**config.mk**
```make
export PLATFORM = sky130hd
export DESIGN_NAME = mic_array_capture
export DESIGN_NICKNAME = d
export VERILOG_FILES = /design/src/rtl/mic_array_capture.sv
export SDC_FILE = /design/constraint.sdc
export NUM_CORES = 1
export LEC_CHECK = 0
export BUFFER_PORTS_ARGS = -buffer_cell sky130_fd_sc_hd__buf_4
export CAP_MARGIN = 20
export CORE_UTILIZATION = 50
export CTS_BUF_LIST = sky130_fd_sc_hd__clkbuf_4 sky130_fd_sc_hd__clkbuf_8
export DETAILED_ROUTE_END_ITERATION = 10
export PLACE_DENSITY = 0.69
export SYNTH_ARGS = -nofsm -noshare
export SYNTH_HDL_FRONTEND = slang
export SYNTH_SLANG_ARGS = --single-unit
export TNS_END_PERCENT = 1
```
**constraint.sdc**
```tcl
create_clock -name clk_60MHz -period 2.4 [get_ports clk_60MHz]
set_input_delay 0.24 -clock clk_60MHz [delete_from_list [all_inputs] [get_ports clk_60MHz]]
set_output_delay 0.24 -clock clk_60MHz [all_outputs]
set_load 0.005 [all_outputs]
```
**src/rtl/mic_array_capture.sv**
```systemverilog
`default_nettype none
// ============================================================================
// Module : mic_array_capture
// Brief  : N-channel I2S mic capture engine. Generates SCK/WS, deserialises the
//          left-slot word of every line and streams block captures over valid/ready.
// Rev    : 1.0  initial release
// ============================================================================
module mic_array_capture #(
    parameter int CH_NUM    = 4,
    parameter int DATA_W    = 24,
    parameter int SLOT_BITS = 32,
    parameter int SCK_DIV   = 30,
    parameter int FRAME_LEN = 256
) (
    input  logic                          clk_60MHz,
    input  logic                          rst_n,
    input  logic                          cap_start,
    output logic                          cap_busy,
    output logic                          cap_done,
    output logic                          overrun,
    output logic                          mic_sck,
    output logic                          mic_ws,
    input  logic [CH_NUM-1:0]             mic_data_in,
    output logic                          smp_valid,
    input  logic                          smp_ready,
    output logic [CH_NUM*DATA_W-1:0]      smp_data,
    output logic [$clog2(FRAME_LEN)-1:0]  smp_index
);

    localparam int DIV_W = $clog2(SCK_DIV);
    localparam int BC_W  = $clog2(2*SLOT_BITS);
    localparam int IDX_W = $clog2(FRAME_LEN);
    localparam int WC_W  = $clog2(FRAME_LEN+1);

    localparam logic [DIV_W-1:0] DIV_RISE   = DIV_W'(SCK_DIV/2 - 1);
    localparam logic [DIV_W-1:0] DIV_FALL   = DIV_W'(SCK_DIV - 1);
    localparam logic [DIV_W-1:0] DIV_STROBE = DIV_W'(SCK_DIV/2 + 1);
    localparam logic [BC_W-1:0]  BC_LAST    = BC_W'(2*SLOT_BITS - 1);
    localparam logic [BC_W-1:0]  BC_SLOT    = BC_W'(SLOT_BITS);
    localparam logic [BC_W-1:0]  BC_WORD    = BC_W'(DATA_W);
    localparam logic [WC_W-1:0]  WC_LAST    = WC_W'(FRAME_LEN - 1);

    typedef enum logic [1:0] {
        ST_IDLE    = 2'd0,
        ST_SYNC    = 2'd1,
        ST_CAPTURE = 2'd2,
        ST_DRAIN   = 2'd3
    } state_t;

    state_t                     state_q, state_d;
    logic [DIV_W-1:0]           div_cnt_q, div_cnt_d;
    logic [BC_W-1:0]            bit_cnt_q, bit_cnt_d;
    logic                       sck_q, sck_d;
    logic                       ws_q, ws_d;
    logic [CH_NUM-1:0]          sync1_q, sync1_d;
    logic [CH_NUM-1:0]          sync2_q, sync2_d;
    logic [CH_NUM*DATA_W-1:0]   shift_q, shift_d;
    logic [CH_NUM*DATA_W-1:0]   data_q, data_d;
    logic [IDX_W-1:0]           index_q, index_d;
    logic [WC_W-1:0]            word_cnt_q, word_cnt_d;
    logic                       valid_q, valid_d;
    logic                       busy_q, busy_d;
    logic                       done_q, done_d;
    logic                       overrun_q, overrun_d;

    logic sck_fall, strobe, take_bit, word_done, ws_fall, handshake;

    // Bit clock, bit position and WS all advance together on the SCK falling edge.
    always_comb begin
        sck_fall  = (div_cnt_q == DIV_FALL);
        div_cnt_d = sck_fall ? '0 : div_cnt_q + 1'b1;
        sck_d     = (sck_fall || div_cnt_q == DIV_RISE) ? ~sck_q : sck_q;
        bit_cnt_d = bit_cnt_q;
        if (sck_fall) begin
            bit_cnt_d = (bit_cnt_q == BC_LAST) ? '0 : bit_cnt_q + 1'b1;
        end
        ws_d      = (bit_cnt_d >= BC_SLOT);
        sync1_d   = mic_data_in;
        sync2_d   = sync1_q;
        strobe    = (div_cnt_q == DIV_STROBE);
        take_bit  = strobe && (bit_cnt_q != '0) && (bit_cnt_q <= BC_WORD);
        word_done = strobe && (bit_cnt_q == BC_WORD);
        ws_fall   = sck_fall && (bit_cnt_q == BC_LAST);
        handshake = valid_q && smp_ready;
    end

    for (genvar c = 0; c < CH_NUM; c++) begin : g_ch
        if (DATA_W == 1) begin : g_w1
            assign shift_d[c] = take_bit ? sync2_q[c] : shift_q[c];
        end else begin : g_wn
            assign shift_d[c*DATA_W +: DATA_W] = take_bit ?
                {shift_q[c*DATA_W +: DATA_W-1], sync2_q[c]} : shift_q[c*DATA_W +: DATA_W];
        end
    end

    always_comb begin
        state_d    = state_q;
        busy_d     = busy_q;
        done_d     = 1'b0;
        overrun_d  = overrun_q;
        valid_d    = valid_q && !handshake;
        data_d     = data_q;
        index_d    = index_q;
        word_cnt_d = word_cnt_q;
        case (state_q)
            ST_IDLE: begin
                if (cap_start) begin
                    state_d    = ST_SYNC;
                    busy_d     = 1'b1;
                    overrun_d  = 1'b0;
                    word_cnt_d = '0;
                    index_d    = '0;
                end
            end
            // Start on a frame boundary so a word already in flight is never emitted.
            ST_SYNC: begin
                if (ws_fall) begin
                    state_d = ST_CAPTURE;
                end
            end
            ST_CAPTURE: begin
                if (word_done) begin
                    data_d     = shift_d;
                    valid_d    = 1'b1;
                    index_d    = IDX_W'(word_cnt_q);
                    word_cnt_d = word_cnt_q + 1'b1;
                    if (valid_q && !smp_ready) begin
                        overrun_d = 1'b1;
                    end
                    if (word_cnt_q == WC_LAST) begin
                        state_d = ST_DRAIN;
                    end
                end
            end
            ST_DRAIN: begin
                if (handshake) begin
                    done_d  = 1'b1;
                    busy_d  = 1'b0;
                    state_d = ST_IDLE;
                end
            end
            default: state_d = ST_IDLE;
        endcase
    end

    always_ff @(posedge clk_60MHz or negedge rst_n) begin
        if (!rst_n) begin
            state_q    <= ST_IDLE;
            div_cnt_q  <= '0;
            bit_cnt_q  <= '0;
            sck_q      <= 1'b0;
            ws_q       <= 1'b0;
            sync1_q    <= '0;
            sync2_q    <= '0;
            shift_q    <= '0;
            data_q     <= '0;
            index_q    <= '0;
            word_cnt_q <= '0;
            valid_q    <= 1'b0;
            busy_q     <= 1'b0;
            done_q     <= 1'b0;
            overrun_q  <= 1'b0;
        end else begin
            state_q    <= state_d;
            div_cnt_q  <= div_cnt_d;
            bit_cnt_q  <= bit_cnt_d;
            sck_q      <= sck_d;
            ws_q       <= ws_d;
            sync1_q    <= sync1_d;
            sync2_q    <= sync2_d;
            shift_q    <= shift_d;
            data_q     <= data_d;
            index_q    <= index_d;
            word_cnt_q <= word_cnt_d;
            valid_q    <= valid_d;
            busy_q     <= busy_d;
            done_q     <= done_d;
            overrun_q  <= overrun_d;
        end
    end

    assign mic_sck   = sck_q;
    assign mic_ws    = ws_q;
    assign cap_busy  = busy_q;
    assign cap_done  = done_q;
    assign overrun   = overrun_q;
    assign smp_valid = valid_q;
    assign smp_data  = data_q;
    assign smp_index = index_q;

endmodule
`default_nettype wire

```
==> key figures, run 1 <==
Synthesis
  – Cell Area, Synth: just under 0.01 mm²
  – Area share of the largest cell type after synthesis: 61.38%
  – Register area share after synthesis: 61.38%
  – Async SR Flop Fraction: 100.0%
  – EDFF count, synth: 0
  – Synth area leader: dfrtp_1
  – Syn Inst Count: 950
  – Synth cell types: 46
  – Primary FF master, synth: dfrtp_1
  – Ranking of synthesized cells by area: dfrtp_1, a31oi_1, nand3_1
  – Yosys reg bits: 236
  – Syn Area/Cell: 10.13 µm²
  – Post-synth net total: 970
  – Synth Warn #: 0

Global routing
  – First-pass GRT wire length: 36510 µm
  – Largest net degree at the start of global routing: 97
  – Initial antenna violation count: 0
  – Gr usage total: between 20% and 30%
  – Vias in the first global route: 7331
  – Total global routing overflow: 0

Routing
  – DRC viols: 0
  – Detailed Routing Iterations Pass 1: 5
  – Wire length per cell: 16.24 µm
  – Routed Antenna Nets: 0
  – Initial drt markers: 428
  – Via count: approximately 7600
  – Vias per inst: 5.647
  – Routed WL: 21830 µm

STA
  – Final Hold Vio Count: 0
  – Final Max Slew Viols: 0
  – Tcrit/Tclk final: 90.11%
  – F_max: 0.4624 GHz
  – Setup tns final: 0 ns
  – Minimum clock period: 2.163 ns
  – Max-slew headroom at the worst pin: 49.25%
  – Slew @ Worst Pin: 0.7561 ns
  – Setup violations, final: 0
  – Min Hold Slack: 0.05444 ns
  – Clock skew: slightly above 0.02 ns
  – RSZ-0062 raised after global routing: no

Clocking
  – Post-CTS Setup Inserts: 0
  – Root Driver: clkbuf_8
  – Worst-path clk slew: 0.06 ns
  – Htree depth: 2
  – CTS sink cnt: 236
  – CTS max path bufs: 3
  – CTS tree: built
  – Skew-Pair Late Insertion Delay: 0.53 ns
  – Num CTS Buffers: 42

Power and ir drop
  – Power per cell area: just under 700 mW/mm²
  – Logic pwr share: about 1.4%
  – Lkg Pwr: between 6 and 7 nW
  – Max VDD drop: between 0.4 and 0.5 mV
  – Psw: 0.001713 W
  – Clock power frac: 48.4%
  – Register share of total power: 50.2%
  – Sw Share: 21.54%
  – Internal: between 0.006 and 0.007 W

Final layout
  – Area grow syn2layout: 22.52%
  – Nets@finish: about 1100
  – N_diodes: 0
  – Share of layout cells above drive strength 1: between 20% and 30%
  – Fill cell count: approximately 1600

Die
  – Cell Rows: 50
  – Initial core utilization: around half
  – Die area: between 0.015 and 0.02 mm²
  – Die Wd: between 100 and 150 µm
  – Top Ports: 118
  – Die H: 140.7 µm
  – Core Box Area: 0.01877 mm²

Setup path
  – Critical path startpoint category: flop
  – Data arrival time of the critical path: 2.60 ns
  – Worst-path cell chain: inv_1, ha_1, nand4bb_4, buf_4, nor4_4, buf_4, buf_12, nor2_1, a31oi_1
  – Crit end category: flop
  – Crit-path max FO: between 50 and 60
  – WS Path Type: flop to flop
  – Critical path's slowest cell: dfrtp_1
  – WP data required: 2.84 ns
  – CP most frequent cell: buf_4
  – CP max stage delay: around 0.42 ns
  – Register-to-Register Setup Slack: 0.24 ns

Placed design
  – Final Wtd Congestion: a little over 0.8
  – PortBufs: approximately 120
  – Post-DP HPWL: approximately 13000 µm

Job
  – Max cap viols: 0

Run status
  – Status: finished clean

Min path
  – Worst Hold Class: primary input to flop
## power by group through the flow
stage / clock network [W] / registers, W / logic [W]
after detailed placement: 0 / 0.00406 / 0.000110
after global placement: 0 / 0.00406 / 0.000108
after floorplan: 0 / 0.00407 / 0.00000439
after CTS: 0.00394 / 0.00399 / 0.000117
final: 0.00385 / 0.00399 / 0.000110
after global routing: 0.00412 / 0.00399 / 0.000129
## placed cells by master, fill, tap and decap left out, drive strengths merged, types with 3 or more instances in the layout
| master | n |
|---|---|
| nand3 | 103 |
| nor2b | 3 |
| a31oi | 99 |
| o21ai | 106 |
| nor2 | 105 |
| nand4 | 4 |
| ha | 12 |
| o221ai | 9 |
| nor4 | 5 |
| dlygate4sd3 | 5 |
| dfrtp | 236 |
| inv | 13 |
| and3 | 4 |
| o41ai | 3 |
| nand2 | 130 |
| mux2i | 3 |
| clkinv | 10 |
| a21oi | 10 |
| clkbuf | 64 |
| a2bb2oi | 4 |
| xnor2 | 3 |
| or2 | 3 |
| buf | 149 |
## worst max-delay path, delay by kind of cell (launching register included)
family / cells / cell delay (ns)
flops: 1 / 0.42
compound gates: 1 / 0.15
buf+inv: 4 / 0.78
simple gates: 3 / 0.53
fa+ha+maj: 1 / 0.20
## worst paths after layout
check / from / end / depth (start not counted)
setup / recovery: div_cnt_q[0] / smp_data[11] / 9
hold / removal: smp_ready / smp_valid / 3
setup reg to reg: div_cnt_q[0] / smp_data[11] / 9
hold reg to reg: sync1_q[1] / sync2_q[1] / 0
max in group asynchronous: rst_n / shift_q[20] / 3
min in group asynchronous: rst_n / cap_done / 2
## area by class of cell
| type | instances | area [µm²] | share of cell area, % |
|---|---|---|---|
| Sequential cell | 236 | 5906 | 50.10 |
| Multi-Input combinational cell | 631 | 3347 | 28.39 |
| Timing Repair Buffer | 154 | 1314 | 11.14 |
| Clock buffer | 64 | 793.3 | 6.729 |
| Tap cell | 234 | 292.8 | 2.484 |
| Clock inverter | 12 | 87.58 | 0.7429 |
| Inverter | 13 | 48.80 | 0.4139 |
## synth_stat cells (all sizes together) (2+ instances only)
| cell type | instances |
|---|---|
| nand3 | 103 |
| o221ai | 9 |
| buf | 43 |
| mux2 | 2 |
| nand2 | 130 |
| a31oi | 99 |
| inv | 13 |
| nor4 | 5 |
| and3 | 4 |
| o211ai | 2 |
| or2 | 2 |
| o31ai | 2 |
| dfrtp | 236 |
| a21oi | 10 |
| xor2 | 2 |
| a2bb2oi | 4 |
| ha | 12 |
| mux2i | 3 |
| nor3b | 2 |
| nor3 | 2 |
| xnor2 | 3 |
| nor2 | 105 |
| a211oi | 2 |
| clkbuf | 28 |
| o21ai | 106 |
| nand4 | 4 |
| nor2b | 3 |
| nand2b | 2 |
| o41ai | 3 |
## metal layers
metal / global-route usage [%] / share of wire [%]
met2: 36.06 / 46
met5: 0 / 0
met3: 4.246 / 4.6
met4: 6.407 / 1.7
met1: 31.75 / 47
## sequential cells by signal, indices dropped and copies added, names as in the netlist, 2 cells and up
name / cells
smp_data: 96
smp_index: 8
div_cnt_q: 5
sync1_q: 4
state_q: 2
word_cnt_q: 9
bit_cnt_q: 6
shift_q: 96
sync2_q: 4
## per-stage QoR
stage	cells	instance area, µm²	utilization [%]	total power (W)	setup WS (ns)
after detailed placement	1262	10830	57.72	0.004174	0.09501
after global placement	1262	10830	57.72	0.004173	0.1922
after floorplan	950	9622	-	0.004070	0.5058
after CTS	1343	11760	62.68	0.008049	0.08936
final	1344	11790	62.81	0.007952	0.2373
after global routing	1344	11790	62.81	0.008240	0.06698
## timing repair
item                                    4_1_cts  5_1_grt
hold buffers                                  5        0
endpoints found under the setup margin        0       77
resized for setup                             0        2
endpoints found under the hold margin        65        0
## cell families (layout without fill, tap and decap cells)
group,Yosys count,in the layout,share of synthesized area [%]
and+or+nand+nor,366,367,16.88
muxes,5,5,0.6762
AOI/OAI and AO/OA,242,242,14.84
adders and majority gates,12,12,1.560
xor gates and xnor gates,5,5,0.4552
buffers and inverters,84,243,4.213
DFF,236,236,61.38
Power figures use the tool's default switching activity.
==> inputs of run 2 (changes only) <==
- CORE_UTILIZATION: 50 -> 45
- PLACE_DENSITY: 0.69 -> 0.63
==> key figures, run 2 (synthesis gave the netlist of run 1 again) <==
Routing
  – Initial drt markers: 421
  – Wire length per cell: 15.99 µm
  – Routed Antenna Nets: 0
  – Detailed Routing Iterations Pass 1: 7
  – Routed WL: 21990 µm
  – Via count: 7472
  – DRC viols: 0
  – Vias per inst: 5.434

STA
  – Setup tns final: 0 ns
  – Tcrit/Tclk final: 87.76%
  – Setup violations, final: 0
  – F_max: 0.4748 GHz
  – Max-slew headroom at the worst pin: 47.26%
  – Minimum clock period: 2.106 ns
  – RSZ-0062 raised after global routing: no
  – Final Hold Vio Count: 0
  – Slew @ Worst Pin: 0.7858 ns
  – Min Hold Slack: 0.05089 ns
  – Clock skew: around 0.035 ns
  – Final Max Slew Viols: 0

Clocking
  – Htree depth: 2
  – Worst-path clk slew: 0.06 ns
  – Post-CTS Setup Inserts: 0
  – CTS max path bufs: 3
  – Post-CTS resize count: 0
  – CTS tree: built
  – CTS sink cnt: 236
  – Root Driver: clkbuf_8
  – Skew-Pair Late Insertion Delay: 0.55 ns
  – Num CTS Buffers: 41

Global routing
  – Vias in the first global route: 7162
  – Largest net degree at the start of global routing: 97
  – First-pass GRT wire length: 36460 µm
  – Gr usage total: 20.47%
  – Initial antenna violation count: 0
  – Total global routing overflow: 0

Placed design
  – Final Wtd Congestion: 0.8121
  – Post-DP HPWL: 13080 µm
  – PortBufs: 117

Setup path
  – WS Path Type: flop to flop
  – WP data required: approximately 2.8 ns
  – Crit end category: flop
  – Data arrival time of the critical path: ~2.5 ns
  – Critical path startpoint category: flop
  – Crit-path max FO: 45

Die
  – Initial core utilization: between 40 and 50%
  – Core Box Area: 0.02102 mm²
  – Top Ports: between 100 and 150
  – Cell Rows: 53
  – Die Wd: 148.2 µm
  – Die H: 148.2 µm
  – Die area: between 0.02 and 0.025 mm²

Power and ir drop
  – Max VDD drop: 0.4040 mV
  – Power per cell area: 667.8 mW/mm²
  – Total power: a little under 0.008 W
  – Lkg Pwr: 6.047 nW

Final layout
  – Share of layout cells above drive strength 1: between 20 and 25%
  – Most frequent cells in the layout: dfrtp_1, buf_4, nand2_1, nor2_1, nand3_1
  – N_diodes: 0
  – Fill cell count: about 1900
  – Area grow syn2layout: 22.96%
  – Commonest non-fill, non-tap cell in the layout: dfrtp_1
  – Nets@finish: 1096

Job
  – Max cap viols: 0

Run status
  – Status: finished clean

Min path
  – Worst Hold Class: primary input to flop
run 2: final cells by class:
type                       instances  area (µm²)  share of cell area, %
inverter                          13       48.80                 0.4124
clock inverter                     4       55.05                 0.4653
multi-input combinational        630        3319                  28.06
clock buffer                      63       792.0                  6.694
timing repair buffer             154        1366                  11.55
sequential                       236        5906                  49.92
tap                              275       344.1                  2.908
run 2: per-layer routing:
layer  routed length, µm  track usage (%)
met4                 389            6.340
met1               10490            29.74
met2                9870            30.89
met5                   0                0
met3                1242            4.172
run 2: where the power goes:
group          internal [W]  switching (W)
combinational     0.0000267      0.0000864
clock               0.00220        0.00159
sequential          0.00399     0.00000330
run 2: path summary, 6_finish.rpt:
path / cells after the start / slack [ns] / to / from
max: 9 / 0.29 / smp_data[14] / div_cnt_q[0]
min in group asynchronous: 2 / 0.29 / smp_index[7] / rst_n
max in group asynchronous: 3 / 1.33 / shift_q[15] / rst_n
min: 3 / 0.05 / word_cnt_q[8] / cap_start
min reg2reg: 0 / 0.35 / sync2_q[0] / sync1_q[0]
max reg2reg: 9 / 0.29 / smp_data[14] / div_cnt_q[0]
run 2: per-stage QoR:
| stage | setup slack (ns) | cell area [µm²] | instances | utilization [%] |
|---|---|---|---|---|
| 6_report | 0.2938 | 11830 | 1375 | 56.28 |
| 5_1_grt | 0.1018 | 11830 | 1375 | 56.28 |
| 4_1_cts | 0.2658 | 11830 | 1375 | 56.28 |
| 3_5_place_dp | 0.2533 | 10920 | 1302 | 51.97 |
| 3_3_place_gp | 0.2756 | 10920 | 1302 | 51.97 |
| 2_1_floorplan | 0.5058 | 9622 | 950 | - |
run 2: critical path: stages (launching register included):
cell       delay, ns
dfrtp_1         0.42
inv_1           0.10
ha_1            0.17
nand4bb_1       0.10
buf_4           0.20
nor4_4          0.34
buf_12          0.31
buf_12          0.18
nor2_1          0.04
a31oi_1         0.15
run 2: timing repair:
action	4_1_cts	5_1_grt
hold endpoints to repair	81	0
setup endpoints to repair	0	0
hold buffers	6	0
==> inputs of run 3 (changes only) <==
- CELL_PAD_IN_SITES_DETAIL_PLACEMENT: default -> 0
- CELL_PAD_IN_SITES_GLOBAL_PLACEMENT: default -> 1
- PLACE_DENSITY: 0.63 -> 0.78
==> key figures, run 3 (synthesis gave the netlist of run 1 again) <==
STA
  – F_max: 0.4731 GHz
  – RSZ-0062 raised after global routing: no
  – Clock skew: 0.01094 ns
  – Final worst slack: 0.2861 ns
  – Setup violations, final: 0
  – Max-slew headroom at the worst pin: 49.60%
  – Final Max Slew Viols: 0
  – Final Hold Vio Count: 0
  – Slew @ Worst Pin: 0.7510 ns
  – Setup tns final: 0 ns
  – Minimum clock period: 2.114 ns
  – Tcrit/Tclk final: 88.08%

Global routing
  – Largest net degree at the start of global routing: 73
  – Total global routing overflow: 0
  – Gr usage total: 20.74%
  – First-pass GRT wire length: 37360 µm
  – Vias in the first global route: ~7500
  – Initial antenna violation count: 0

Setup path
  – CP max stage delay: 0.41 ns
  – Family with the most delay on the worst path: buffers and inverters
  – WS Path Type: flop to flop
  – WP data required: 2.85 ns
  – Critical path startpoint category: flop
  – Crit-path max FO: 72
  – Crit end category: flop
  – Worst-path cell chain: inv_1, ha_1, nand4bb_1, buf_4, nor4_4, buf_12, buf_12, nor2_1, a31oi_1
  – Data arrival time of the critical path: ~2.6 ns
  – WP buf/inv: 4
  – Critical path's slowest cell: dfrtp_1
  – CP most frequent cell: buf_12

Die
  – Core Box Area: 0.02102 mm²
  – Die H: 148.2 µm
  – Die Wd: 148.2 µm
  – Initial core utilization: a little under half
  – Cell Rows: 53
  – Top Ports: 118
  – Die area: between 0.02 and 0.025 mm²

Power and ir drop
  – Power per cell area: 665.2 mW/mm²
  – Max VDD drop: between 0.3 and 0.4 mV
  – Lkg Pwr: between 6 and 7 nW

Placed design
  – Post-DP HPWL: ~13000 µm
  – Setup WS pre-CTS: 0.1690 ns
  – Final Wtd Congestion: 0.7940
  – PortBufs: between 100 and 150
  – Placed cell area: 0.01091 mm²

Final layout
  – Fill cell count: 1907
  – Commonest non-fill, non-tap cell in the layout: dfrtp_1
  – Share of layout cells above drive strength 1: 20.44%
  – Nets@finish: 1094
  – Final Cell Area: 0.01183 mm²
  – Area grow syn2layout: 22.98%
  – Most frequent cells in the layout: dfrtp_1, nand2_1, buf_4, nor2_1, nand3_1
  – N_diodes: 0

Routing
  – Wire length per cell: 15.89 µm
  – WL met2: 10210 µm
  – Routed WL: 21860 µm
  – Detailed Routing Iterations Pass 1: 6
  – Initial drt markers: 485
  – Routed Antenna Nets: 0
  – Met3 wire len: 978 µm
  – Vias per inst: 5.427
  – Top routing layer in use: met4
  – DRC viols: 0
  – Via count: 7468
  – Met1 WL: 10320 µm

Clocking
  – Worst-path clk slew: 0.06 ns
  – Skew-Pair Late Insertion Delay: 0.54 ns
  – CTS sink cnt: 236
  – Num CTS Buffers: 41
  – CTS tree: built
  – CTS max path bufs: 3
  – Root Driver: clkbuf_8
  – Htree depth: 2

Run status
  – Status: finished clean

Min path
  – Worst Hold Class: primary input to flop

Job
  – Max cap viols: 0
## run 3: cell type report
class	instances	area (µm²)	area share [%]
clock inverter	4	30.03	0.2538
timing repair buffer	152	1355	11.45
clock buffer	66	827.0	6.990
multi-input combinational	630	3322	28.07
sequential	236	5906	49.91
inverter	13	48.80	0.4124
tap	275	344.1	2.908
## run 3: routing by layer
layer,global-route usage (%),up-vias
met2,32.93,160
met5,0,-
li1,-,3605
met4,5.876,0
met1,29.10,3674
met3,3.896,29
## run 3: worst paths after layout
path | endpoint | slack, ns | from | depth (start not counted)
max | smp_data[59] | 0.29 | div_cnt_q[0] | 9
min | word_cnt_q[8] | 0.05 | cap_start | 3
max reg2reg | smp_data[59] | 0.29 | div_cnt_q[0] | 9
min reg2reg | sync2_q[1] | 0.35 | sync1_q[1] | 0
max in group asynchronous | shift_q[80] | 1.36 | rst_n | 3
min in group asynchronous | smp_index[7] | 0.29 | rst_n | 2
## run 3: timing repair
action                                  in CTS  in global routing
endpoints found under the hold margin       72                  0
buffers inserted                             0                  0
resized for setup                            0                  1
endpoints found under the setup margin       0                 14
hold buffers                                 6                  0
## run 3: power by group
part	internal (W)	leakage (nW)	switching, W	total (W)
Combinational	0.0000279	2.42	0.0000856	0.000114
Clock	0.00218	0.459	0.00158	0.00376
Sequential	0.00399	3.16	0.00000359	0.00400
## run 3: worst min-delay path: stages
cell and delay, ns:
buf_4 0.11, a2bb2oi_1 0.06, o21ai_0 0.13
## run 3: metrics by stage
| step | util [%] | hold WS (ns) | instances | power, W |
|---|---|---|---|---|
| finish | 56.29 | 0.05200 | 1376 | 0.007871 |
| global route | 56.29 | 0.07197 | 1376 | 0.008164 |
| CTS | 56.27 | 0.03251 | 1376 | 0.007978 |
| detailed placement | 51.91 | 0.2635 | 1300 | 0.004178 |
| global placement | 51.91 | 0.2623 | 1300 | 0.004177 |
| floorplan | - | -0.05559 | 950 | 0.004070 |
